`config.mk`:
```
export PLATFORM = sky130hd
export DESIGN_NAME = delay_sched
export DESIGN_NICKNAME = d
export VERILOG_FILES = /design/src/rtl/delay_sched.sv
export SDC_FILE = /design/constraint.sdc
export NUM_CORES = 1
export LEC_CHECK = 0
export CAP_MARGIN = 15
export CORE_ASPECT_RATIO = 1.25
export CORE_MARGIN = 2
export CORE_UTILIZATION = 47
export DETAILED_ROUTE_END_ITERATION = 8
export GPL_ROUTABILITY_DRIVEN = 0
export PLACE_DENSITY = 0.87
export REMOVE_ABC_BUFFERS = 1
export SLEW_MARGIN = 20
export SYNTH_ARGS = -nofsm -noshare
export SYNTH_HDL_FRONTEND = slang
export SYNTH_SLANG_ARGS = --single-unit
```
`constraint.sdc`:
```
create_clock -name clk -period 8.5 [get_ports clk]
set_input_delay 1.7 -clock clk [delete_from_list [all_inputs] [get_ports clk]]
set_output_delay 1.7 -clock clk [all_outputs]
set_load 0.005 [all_outputs]
```
`src/rtl/delay_sched.sv`:
```
// delay_sched: round-robin owner of one shared delay timer.
// Grants one requester, counts its delay down, pulses done.
module delay_sched #(
  parameter int NREQ  = 4,
  parameter int CBITS = 15
) (
  input  logic                     clk,
  input  logic                     rst,
  input  logic [NREQ-1:0]          req,
  input  logic [NREQ*CBITS-1:0]    len,
  output logic [NREQ-1:0]          grant,
  output logic [NREQ-1:0]          done,
  output logic                     busy,
  output logic [$clog2(NREQ)-1:0]  cur_id,
  output logic [CBITS-1:0]         remain,
  output logic                     err
);

  localparam int IW = $clog2(NREQ);

  typedef enum logic {
    IDLE,
    COUNT
  } state_t;

  state_t           state, state_n;
  logic [IW-1:0]    ptr, ptr_n;
  logic [IW-1:0]    cur_n;
  logic [NREQ-1:0]  grant_n;
  logic [CBITS-1:0] remain_n;
  logic             err_n;

  logic             found;
  logic [IW-1:0]    win;
  logic [IW-1:0]    win_nxt;
  logic [CBITS-1:0] win_len;
  int               idx;

  // scan req from the pointer, wrapping, first set bit wins
  always_comb begin
    found = 1'b0;
    win   = '0;
    idx   = 0;
    for (int i = 0; i < NREQ; i++) begin
      idx = int'(ptr) + i;
      if (idx >= NREQ) idx = idx - NREQ;
      if (!found && req[idx]) begin
        found = 1'b1;
        win   = IW'(idx);
      end
    end
    win_len = len[int'(win)*CBITS +: CBITS];
    win_nxt = (int'(win) == NREQ-1) ? '0 : win + 1'b1;
  end

  // next state: arbitrate when idle, count down when owned
  always_comb begin
    state_n  = state;
    ptr_n    = ptr;
    cur_n    = cur_id;
    grant_n  = grant;
    remain_n = remain;
    err_n    = 1'b0;
    unique case (state)
      IDLE: begin
        if (found) begin
          ptr_n = win_nxt;
          if (win_len == '0) begin
            err_n = 1'b1;
          end else begin
            state_n  = COUNT;
            grant_n  = {{(NREQ-1){1'b0}}, 1'b1} << win;
            cur_n    = win;
            remain_n = win_len;
          end
        end
      end
      COUNT: begin
        if (remain == CBITS'(1) || !req[cur_id]) begin
          state_n  = IDLE;
          grant_n  = '0;
          cur_n    = '0;
          remain_n = '0;
        end else begin
          remain_n = remain - CBITS'(1);
        end
      end
      default: state_n = IDLE;
    endcase
  end

  // state and output registers
  always_ff @(posedge clk) begin
    if (rst) begin
      state  <= IDLE;
      ptr    <= '0;
      cur_id <= '0;
      grant  <= '0;
      remain <= '0;
      err    <= 1'b0;
    end else begin
      state  <= state_n;
      ptr    <= ptr_n;
      cur_id <= cur_n;
      grant  <= grant_n;
      remain <= remain_n;
      err    <= err_n;
    end
  end

  assign busy = (state == COUNT);
  assign done = (busy && remain == CBITS'(1) && !rst) ? grant : '0;

endmodule
```
Word-level counts from Yosys, hierarchy flattened
Cells that the tools add are included.

Word-level logic and storage cells: 95. Flip-flop bits (word level): 25. Latch bits: 0. Memory bits (writable): 0. Memories kept: 0. Output and inout port bits: 27. Memory bits (read-only): 0.

Order comparisons: 9. Bitwise operators: 2. Reduce and logical (&&, ||, !) cells: 16. Divide/modulo/power cells: 0. Add/sub/neg operators: 9. Mux-type cells: 45. Eq/ne operators: 5. Shift-type cells: 2. Multiply operators: 1.

Operators with widths (number): 32-bit by 4-bit less-than comparator with 1-bit output (second input constant) (4); 32-bit 2-to-1 mux (4); 60-bit by 7-bit indexed part select with 15-bit output (1); 15-bit 2-to-1 mux (3); 15-bit case mux with 2 select lines (1); 1-bit 2-to-1 mux (17); 2-bit 2-to-1 mux (8); 4-bit 2-to-1 mux (4); 15-bit by 1-bit == test with 1-bit output (second input constant) (1); 15-bit logical NOT (1); 15-bit by 1-bit subtractor with 15-bit output (second input constant) (1); 3-bit by 3-bit subtractor with 4-bit output (second input constant) (3); 1-bit binary-select mux with 2-bit select (5); 3-bit greater-or-equal comparator (second input constant) (3); 4-bit case mux with 2 select lines (1); 2-bit by 2-bit adder with 3-bit output (second input constant) (2); 2-bit by 4-bit multiplier with 6-bit output (second input constant) (1); 1-bit logical AND (5); 1-bit logical NOT (5); 2-bit != test (second input constant) (2); 2-bit case mux with 2 select lines (1); 2-bit AND reduction (2); 1-bit by 2-bit left shift with 4-bit output (first input constant) (1); 2-bit by 3-bit subtractor with 4-bit output (second input constant) (1); 11 further kinds (12).

Logic depth before layout (Yosys ltp)
Depth after elaboration: 21. Gate-level depth with buffers: 13.

Least setup slack after synthesis
OpenSTA, ideal clock, no wires.

Kind: input to register. Start point: input port req[2]. End point: register remain[9]. Arrival: 3.994 ns. Path slack: 4.426 ns. Path buffers: 3. Stages on the path: 12. Cells stage by stage: nor2b_1 a211o_1 buf_6 and3_1 a211oi_1 o22ai_1 or4_1 buf_2 o21ai_4 buf_6 a221oi_1 a211oi_2.

Word-level cells in the longest chain between the ends: 18. Elaborated cells on any way between the ends: 40.

Ends and longest elaborated chain: from (decl) (line 9) `input logic [NREQ-1:0] req,`; 1-bit binary-select mux with 2-bit select (line 47) `if (!found && req[idx]) begin`; 1-bit 2-to-1 mux (implied by the code) (2 in a row) (line 47); 1-bit 2-to-1 mux (line 47); 1-bit logical NOT (line 47); 1-bit logical AND (line 47); 1-bit 2-to-1 mux (line 47); 1-bit logical NOT (line 47); 1-bit logical AND (line 47); 1-bit 2-to-1 mux (line 47); 1-bit logical NOT (line 47); 1-bit logical AND (line 47); 2-bit 2-to-1 mux (line 47); 2-bit by 4-bit multiplier with 6-bit output (line 52) `win_len = len[int'(win)*CBITS +: CBITS];`; 60-bit by 7-bit indexed part select with 15-bit output (line 52); 15-bit logical NOT / 15-bit 2-to-1 mux (equally long branches) (line 68) `if (win_len == '0) begin`; 2-bit != test (no line) / 15-bit 2-to-1 mux (equally long branches); 2-bit AND reduction (no line) / 15-bit case mux with 2 select lines (equally long branches); to (signal assigned) (line 106) `remain <= remain_n;`; to (decl) (line 15) `output logic [CBITS-1:0] remain,`.

Several ways; a longest one is shown, not always the timed one. The select of a mux whose other input is x is not followed. A chain may end at the register's enable or synchronous reset.

Worst setup path after layout
Start point: input port rst. End point: output port done[1].

Word-level cells in the longest chain between the ends: 3.

Ends and longest elaborated chain: from (decl) (line 8) `input logic rst,`; 1-bit logical NOT (line 112) `assign done = (busy && remain == CBITS'(1) && !rst) ? grant : '0;`; 1-bit logical AND (line 112); 4-bit 2-to-1 mux (line 112); to (decl) (line 12) `output logic [NREQ-1:0] done,`.

Every way passes these cells.

==> flow_metrics.tcl <==
set metrics [dict create \
    num_rows 27 \
    drt-initial-drc-count 239 \
    rsz0062_at_grt "false" \
    slowest_stage "clkdlybuf4s50_1" \
    portBuffers 92 \
    die_h_microns 80.29 \
    final_common_cell "clkdlybuf4s50_1" \
    grt_pass1_wl_microns 11450 \
    ctsHoldBuffers 0 \
    maxCapViolCount 0 \
    dp_hpwl_microns 5620 \
    root_buffer "clkbuf_8" \
    p_per_area_nw_per_um2 165.7 \
    ant_nets 0 \
    synth_top_area_cell "dfxtp_1" \
    ys_async_sr_fraction 0 \
    leakage_nw 1.157 \
    die_area_sq_um 5221 \
    use_met2 0.4722 \
    tightest_slew_ns 1.068 \
    final.setup.tns_ns 0 \
    ys_types 51 \
    status "finished, final reports clean" \
    synth-seq-cells 25 \
    synth_area_leaders "dfxtp_1 (23%), a211oi_1 (6.5%), nand3_1 (6.2%)" \
    clk_path_buf_depth 2 \
    fp.dieW_microns 65.03 \
    slowest_delay_ns 0.95 \
    endpoint_kind "output port" \
    clkLatencyLatePin_ns 0.27 \
    layout-drive-gt1-share 0.03896 \
    routedWlPerCell_microns 16.16 \
    cts_buffers 3 \
    grt_util_met1 0.3579 \
    cts_resized 0 \
    drtPass1Iterations 5 \
    cp_common_cell "clkdlybuf4s50_1" \
    layout.nets 458 \
    grt_overflow_total 0 \
    synthCells 308 \
    grt_pass1_vias 2417 \
    core_sq_um 4459 \
    peakVddDrop_mv 0.07066 \
    critPathRequiredTime_ns 6.80 \
    p_clk_frac 0.137 \
    grt.total_usage 0.2763 \
    post_drt_via_cell_ratio 6.192 \
    seqPwrFrac 0.312 \
    synth-edff-count 0 \
    report.final.setup_viol 0 \
    htreeDepth 1 \
    syn_area_sq_um 2188 \
    ios 93 \
    final_max_slew_viol_count 0 \
    drcViolationCount 0 \
    critical_path_class "input pin to output port" \
    area_growth_pct 43.68 \
    arrival_ns 3.73 \
    p_comb_frac 0.551 \
    synth_top_area_share 0.2287 \
    final.min_clock_period_ns 5.426 \
    fmax_mhz 184.3 \
    intPower_mw 0.3056 \
    hold_path_class "flip-flop to flip-flop" \
    seq_area_frac_synth 0.2287 \
    tritoncts "yes" \
    synth_flop_cell "dfxtp_1" \
    via_count 2743 \
    diodes 0 \
    syn_avg_cell_area_sq_um 7.105 \
    clk_pin_slew_ns 0.09 \
    slew-limit-headroom 0.2858 \
    met3_usage 0.02941 \
    total_power_mw 0.5209 \
    hold_slack_ns 0.4974 \
    post-cts-setup-buffer-count 0 \
    startpoint_type "input pin" \
    fillers 406 \
    top_usage_layer "met2" \
    hold_violations 0 \
    yosysWarnings 0 \
    final.setup_skew_ns 0.003746 \
    p_switching_mw 0.2153 \
    path_max_fanout 31 \
    antenna_found_initial 0 \
    swShare 0.4134 \
    wl_microns 7160 \
    crit_path_cell_trace "clkdlybuf4s50_1 > nor4_1 > clkdlybuf4s50_1" \
    grt_max_degree 32 \
    start_util 0.4907 \
    final_cell_mix "clkdlybuf4s50_1 (92), nand2_1 (30), nand3_1 (27)" \
    period_share 0.6383 \
    clock_sinks 25 \
]
-- synthesized netlist by cell type, types with 5 or more instances --
library cell	number
a211oi_1	19
a21o_1	5
a21oi_1	11
a221oi_1	6
and3_1	18
clkbuf_1	13
dfxtp_1	25
ha_1	6
inv_1	20
nand2_1	30
nand3_1	27
nor2_1	17
nor3_1	10
nor4_1	9
o21ai_0	16
o22ai_1	9
o32ai_1	5
xnor2_1	6
-- metal layers --
| metal | part of all wire | vias up | wire, microns |
|---|---|---|---|
| met5 | 0 | - | 0 |
| met4 | 0.024 | 0 | 171 |
| met3 | 0.077 | 19 | 550 |
| met2 | 0.49 | 162 | 3476 |
| met1 | 0.41 | 1237 | 2962 |
| li1 | - | 1325 | - |
-- kinds of logic after synthesis --
kind of cell / share of synthesized area
AOI/OAI and AO/OA: 0.3391
xor gates and xnor gates: 0.02802
adders and majority gates: 0.03430
buffers and inverters: 0.08119
DFF: 0.2287
and+or+nand+nor: 0.2887
-- critical path, delay by kind of cell --
kind          cells  cell delay [ns]
simple gates      1             0.50
buf+inv           2             1.53
-- power groups by stage --
stage / Sequential (mW) / Combinational, mW / Clock (mW)
4_1_cts: 0.162 / 0.282 / 0.0709
3_3_place_gp: 0.164 / 0.276 / 0
6_report: 0.163 / 0.287 / 0.0715
5_1_grt: 0.165 / 0.311 / 0.0757
2_1_floorplan: 0.160 / 0.167 / 0
3_5_place_dp: 0.164 / 0.280 / 0
-- cell type report --
type	count	area [sq um]	area share
Sequential cell	25	500.5	0.1592
Timing Repair Buffer	93	928.4	0.2953
Clock buffer	4	45.04	0.01433
Tap cell	58	72.57	0.02308
Inverter	22	82.58	0.02626
Multi-Input combinational cell	241	1515	0.4819
-- state kept, by name (all words and copies together) (netlist names) --
register / flops
busy: 1
cur_id: 2
ptr: 2
remain: 15
err: 1
grant: 4
-- final timing paths --
kind                 start   endpoint  slack [ns]  cells past startpoint
setup / recovery       rst    done[1]        3.07                      3
hold / removal    grant[3]   grant[3]        0.50                      2
setup reg to reg    ptr[1]  remain[1]        4.82                      9
hold reg to reg   grant[3]   grant[3]        0.50                      2
-- per-stage QoR --
step	util	worst slack (ns)	std cells	area (sq um)
final	0.7051	3.074	443	3144
after floorplan	-	3.833	288	2093
after CTS	0.7040	3.098	443	3139
after global routing	0.7051	2.903	443	3144
after global placement	0.6939	3.186	439	3094
after detailed placement	0.6939	3.023	439	3094
No activity file was read; power rests on OpenSTA's default activity.
